===== src/rtl/play_stream_engine.sv =====
// Playback stream engine: reads a length header, then prefetches samples
// from SDRAM into a small FIFO and offers them to the audio path with
// pause, stop/abort, loop and 1x / 2x-skip / 0.5x-repeat speed modes.
module play_stream_engine #(
  parameter int ADDR_W     = 23,
  parameter int DATA_W     = 32,
  parameter int FIFO_DEPTH = 4
) (
  input  logic              i_clk,
  input  logic              i_rst,
  input  logic              play_start,
  input  logic [ADDR_W-1:0] play_select,
  input  logic [1:0]        play_speed,
  input  logic              play_loop,
  input  logic              play_pause,
  input  logic              play_stop,
  output logic              play_busy,
  output logic              play_done,
  output logic              play_read,
  output logic [ADDR_W-1:0] play_addr,
  input  logic [DATA_W-1:0] play_readdata,
  input  logic              play_sdram_finished,
  output logic              play_audio_valid,
  output logic [DATA_W-1:0] play_audio_data,
  input  logic              play_audio_ready
);
  localparam int PW = $clog2(FIFO_DEPTH);
  localparam int CW = PW + 1;

  typedef enum logic [1:0] {IDLE, HDR, RUN, ABORT} state_t;

  state_t                            state;
  logic [ADDR_W-1:0]                 base, addr, remaining, hdr_len;
  logic [1:0]                        speed;
  logic [FIFO_DEPTH-1:0][DATA_W-1:0] mem;
  logic [PW-1:0]                     wr_ptr, rd_ptr;
  logic [CW-1:0]                     count;
  logic                              rep;

  logic              fifo_empty, half, accept, pop, push, issue, last_pop;
  logic [ADDR_W-1:0] step;

  assign fifo_empty       = (count == '0);
  assign half             = (speed == 2'b10);
  assign play_busy        = (state != IDLE);
  assign play_addr        = addr;
  assign play_audio_valid = (state == RUN) && !fifo_empty && !play_pause;
  assign play_audio_data  = fifo_empty ? '0 : mem[rd_ptr];
  assign accept           = play_audio_valid && play_audio_ready;
  // 0.5x offers each word twice; the second accept retires it
  assign pop              = accept && (!half || rep);
  assign push             = (state == RUN) && !play_stop && play_read && play_sdram_finished;
  // the outstanding read already owns a slot, so only issue with none pending
  assign issue            = (state == RUN) && !play_read && (remaining != '0) &&
                            (count < CW'(FIFO_DEPTH));
  assign step             = ((speed == 2'b01) && (remaining > ADDR_W'(1))) ? ADDR_W'(2) : ADDR_W'(1);
  // final sample of the stream leaves the FIFO this cycle
  assign last_pop         = pop && (count == CW'(1)) && !play_read && (remaining == '0);

  // prefetch storage, no reset needed: reads are gated by occupancy
  always_ff @(posedge i_clk) begin
    if (push) mem[wr_ptr] <= play_readdata;
  end

  // control FSM, SDRAM request handshake and FIFO bookkeeping
  always_ff @(posedge i_clk or posedge i_rst) begin
    if (i_rst) begin
      state     <= IDLE;
      base      <= '0;
      addr      <= '0;
      remaining <= '0;
      hdr_len   <= '0;
      speed     <= 2'b00;
      play_read <= 1'b0;
      play_done <= 1'b0;
      wr_ptr    <= '0;
      rd_ptr    <= '0;
      count     <= '0;
      rep       <= 1'b0;
    end else begin
      play_done <= 1'b0;
      case (state)
        IDLE: begin
          if (play_start) begin
            base      <= play_select;
            addr      <= play_select;
            speed     <= play_speed;
            play_read <= 1'b1;
            state     <= HDR;
          end
        end
        HDR: begin
          if (play_stop) begin
            if (play_sdram_finished) begin
              play_read <= 1'b0;
              play_done <= 1'b1;
              state     <= IDLE;
            end else begin
              state <= ABORT;
            end
          end else if (play_sdram_finished) begin
            play_read <= 1'b0;
            remaining <= play_readdata[ADDR_W-1:0];
            hdr_len   <= play_readdata[ADDR_W-1:0];
            addr      <= base + ADDR_W'(1);
            if (play_readdata[ADDR_W-1:0] == '0) begin
              play_done <= 1'b1;
              state     <= IDLE;
            end else begin
              state <= RUN;
            end
          end
        end
        RUN: begin
          if (play_stop) begin
            wr_ptr <= '0;
            rd_ptr <= '0;
            count  <= '0;
            rep    <= 1'b0;
            if (play_read && !play_sdram_finished) begin
              state <= ABORT;
            end else begin
              play_read <= 1'b0;
              play_done <= 1'b1;
              state     <= IDLE;
            end
          end else begin
            if (push) begin
              wr_ptr    <= wr_ptr + PW'(1);
              play_read <= 1'b0;
              addr      <= addr + step;
              remaining <= remaining - step;
            end else if (issue) begin
              play_read <= 1'b1;
            end
            if (pop) begin
              rd_ptr <= rd_ptr + PW'(1);
              rep    <= 1'b0;
            end else if (accept && half) begin
              rep <= 1'b1;
            end
            count <= count + CW'(push) - CW'(pop);
            if (last_pop) begin
              if (play_loop) begin
                addr      <= base + ADDR_W'(1);
                remaining <= hdr_len;
              end else begin
                play_done <= 1'b1;
                state     <= IDLE;
              end
            end
          end
        end
        ABORT: begin
          // hold the request until SDRAM completes, then drop the data
          if (play_sdram_finished) begin
            play_read <= 1'b0;
            play_done <= 1'b1;
            state     <= IDLE;
          end
        end
        default: state <= IDLE;
      endcase
    end
  end
endmodule


===== config.mk =====
export PLATFORM = sky130hd
export DESIGN_NAME = play_stream_engine
export DESIGN_NICKNAME = d
export VERILOG_FILES = /design/src/rtl/play_stream_engine.sv
export SDC_FILE = /design/constraint.sdc
export NUM_CORES = 1
export LEC_CHECK = 0
export CELL_PAD_IN_SITES_DETAIL_PLACEMENT = 0
export CELL_PAD_IN_SITES_GLOBAL_PLACEMENT = 1
export CORE_MARGIN = 4
export CORE_UTILIZATION = 42
export CTS_CLUSTER_SIZE = 40
export DETAILED_ROUTE_END_ITERATION = 10
export HOLD_SLACK_MARGIN = 0.15
export PLACE_DENSITY = 0.82
export RECOVER_POWER = 100
export REMOVE_ABC_BUFFERS = 1
export SYNTH_ARGS = -nofsm -noshare
export SYNTH_HDL_FRONTEND = slang
export SYNTH_SLANG_ARGS = --single-unit

===== constraint.sdc =====
create_clock -name i_clk -period 3.6 [get_ports i_clk]
set_input_delay 0.54 -clock i_clk [delete_from_list [all_inputs] [get_ports i_clk]]
set_output_delay 0.54 -clock i_clk [all_outputs]
set_load 0.1 [all_outputs]

==> results.md, run 1 <==
* Status: finished with violations
* Failing checks: max-capacitance violations, max-slew violations
* WP data required at 3.06 ns
* Syn_area_per_cell at about 13 um^2
* Hold Crit Start: hdr_len[3]$_DFFE_PP0P_
* RR Startpoint: remaining[11]$_DFFE_PP0P_
* Final Hold Vio Count at 0
* Clock Tree Buf Depth at 3
* Starting Density at 42.5%
* Ports at 124
* RSZ-0062 raised after global routing: no
* Row count at 60
* All-layer global routing usage at a little under a fifth
* TNS Setup at 0 ns
* Slew at the pin closest to its max-slew limit at 2.32 ns
* Post-Synth XOR/XNOR Area at 2.99%
* Largest net degree at the start of global routing at 52
* Share of cells above drive strength 1 at ~18%
* Worst setup EP type: output port
* Post-synthesis mux area share at 11.2%
* Synthesized instance count at ~910
* PortBufs at 123
* Finished Layout Cells at 1401
* Post-synth design cell area at 11400 um^2
* Number of synthesized flops with an enable pin at 128
* Placed cells at 1353
* Critical Path AT at 2.83 ns
* Peak VDD IR at about 0.69 mV
* Final worst path period share at a little over nine tenths
* Power per Cell Area at 882 nW/um^2
* Main combinational cell family by area after synthesis: simple AND/OR/NAND/NOR gates
* Synth cell types at 67
* Warnings, synthesis at 0
* Final wirelength at between 20 and 30 mm
* Setup Buffers After CTS at 0
* Register area share after synthesis at 56.8%
* Gpl congestion at 0.854
* CP startpoint kind: flop
* Post-Synth Simple-Gate Area at 13.1%
* H-tree levels at 1
* Ant. Diodes at 0
* Routed len/inst at 20.1 um
* Die Height at 173 um
* Setup slack at placement at around 0.18 ns
* Cts bufs inserted at 26
* Most common cell in the netlist: edfxtp_1
* Rel. slew slack at -55.7%
* Clk Latency, worst-skew pair at about 0.53 ns
* Initial detailed-routing violation count at just under 600
* Post-synthesis register bit count at 234
* Crit Path Max Fanout at 16
* Max Cap Viol at 1
* DP HPWL at 18.7 mm
* Post-synth ARST share at 45.3%
* Initial antenna violation count at 0
* Ys flop type: edfxtp_1
* DIE WIDTH at 173 um
* Slew Limit Fails at 52
* Leak pwr at ~5.1 nW
* GRT Residual Overflow at 0
* CTS tree: built
* First-pass GRT wire length at 45.4 mm
* Final worst slack at 0.229 ns
* Core ar. at 26900 um^2
* Syn-to-layout area delta at 20.5%
* Residual DRC at 0
* # clock sinks at ~230
* Top-area cell type share of the netlist area at 33.6%
* Vias in the first global route at 8218
* Highest Clock Rate at about 300 MHz
* Final hold slack at 0.485 ns
* Avg Vias per Cell at 5.71
* Synth Area in Compound Gates at 10.4%
* Final ANT Viol Nets at 0
* Crit path kind: flop to output port
* Synth area leaders: edfxtp_1 34%, dfrtp_1 23%, mux4_2 6.3%, mux2_2 4.6%, o21ai_0 2.0%
* Clk slew on worst S/H paths at 0.06 ns
* Final setup viols at 0
* Commonest cells in the netlist: 128 x edfxtp_1, 106 x dfrtp_1, 47 x mux2_2, 47 x nor2_1
* Post-Synth Adder-Cell Area at 2.28%
* Final Critical Period at 3.37 ns
* Clock root buffer master: clkbuf_16
* DR vias at around 8000
* CP Launch Point: rd_ptr[0]$_DFFE_PP0P_
* Biggest area consumer among synthesized cells: edfxtp_1
* Min-delay worst type: flop to flop
* DRT Pass-1 Iters at 5
* Fin Clk Skew at 0.0103 ns
* # nets final at about 1100
* DIE AREA at ~30000 um^2
## timing repair
item / CTS / global route
endpoints found under the setup margin: 0 / 3
hold buffers: 0 / 0
gates resized for setup: 0 / 4
## cell families after synthesis
family                   after synthesis
XOR/XNOR                              39
buffers and inverters                 83
adder cells (fa/ha/maj)               19
AND/OR/NAND/NOR                      274
flip-flops                           234
multiplexers                          82
AO/OA/AOI/OAI                        177
## worst max-delay path, stage by stage, from the launching register on
cell	delay, ns
dfrtp_1	1.03
buf_4	0.32
mux4_2	0.52
nor2b_1	0.16
buf_4	0.25
## path summary, 6_finish.rpt
kind | depth (start not counted) | slack, ns | end
max in group asynchronous | 4 | 0.81 | state[0]$_DFFE_PP0P_
hold reg to reg | 2 | 0.48 | hdr_len[3]$_DFFE_PP0P_
setup reg to reg | 12 | 0.25 | remaining[16]$_DFFE_PP0P_
min in group asynchronous | 2 | 1.10 | play_addr[15]$_DFFE_PP0P_
setup / recovery | 4 | 0.23 | play_audio_data[16]
hold / removal | 2 | 0.48 | hdr_len[3]$_DFFE_PP0P_
## cell type report
class	instances	area (um^2)
Fill cell	2346	13100
Multi-Input combinational cell	591	4570
Timing Repair Buffer	154	1320
Inverter	33	125
Clock buffer	33	677
Sequential cell	234	6500
Clock inverter	15	165
Tap cell	341	427
## state kept, by name, summed over array words and instances (netlist names)
signal	count
mem	128
rd_ptr	2
rep	1
play_addr	23
wr_ptr	2
state	2
play_done	1
speed	2
play_read	1
hdr_len	23
base	23
remaining	23
count	3
## metrics by stage
| step | power [W] | instance area (um^2) | utilization, % |
|---|---|---|---|
| 2_1_floorplan | 0.00814 | 11200 | - |
| 3_3_place_gp | 0.00964 | 13000 | 48.5 |
| 3_5_place_dp | 0.00969 | 13000 | 48.5 |
| 4_1_cts | 0.0123 | 13900 | 51.6 |
| 5_1_grt | 0.0128 | 13800 | 51.3 |
| 6_report | 0.0122 | 13800 | 51.3 |
## layout by cell type (no fill, tap or decap), types with 18 or more instances in the layout
master	n
dlygate4sd3_1	58
nand3_1	26
nor2_1	48
xnor2_1	23
nand2_1	46
a21oi_1	35
nand4_1	23
o21ai_0	45
mux4_2	32
clkdlybuf4s50_1	31
edfxtp_1	128
mux2_2	47
o22ai_1	19
nor3_1	26
buf_4	23
and3_1	18
inv_1	32
clkbuf_16	26
dfrtp_1	106
nor2b_1	36
## per-layer routing
layer	GRT usage [%]	vias to the layer above	routed length, um
met5	0	-	0
li1	-	3724	-
met1	25.6	4005	12600
met4	4.36	0	644
met3	3.17	42	1450
met2	30.7	225	13400
## report_power, final
part           switching (W)  internal [W]
clock network        0.00106       0.00155
logic                0.00377       0.00164
registers           0.000712       0.00343
total                0.00555       0.00661
Power figures use the tool's default switching activity.
==> run 2: changes to the inputs <==
- SLEW_MARGIN: not set -> 20
==> results of run 2 <==
No change in the layout: final DEF, timing and power equal those of run 1.
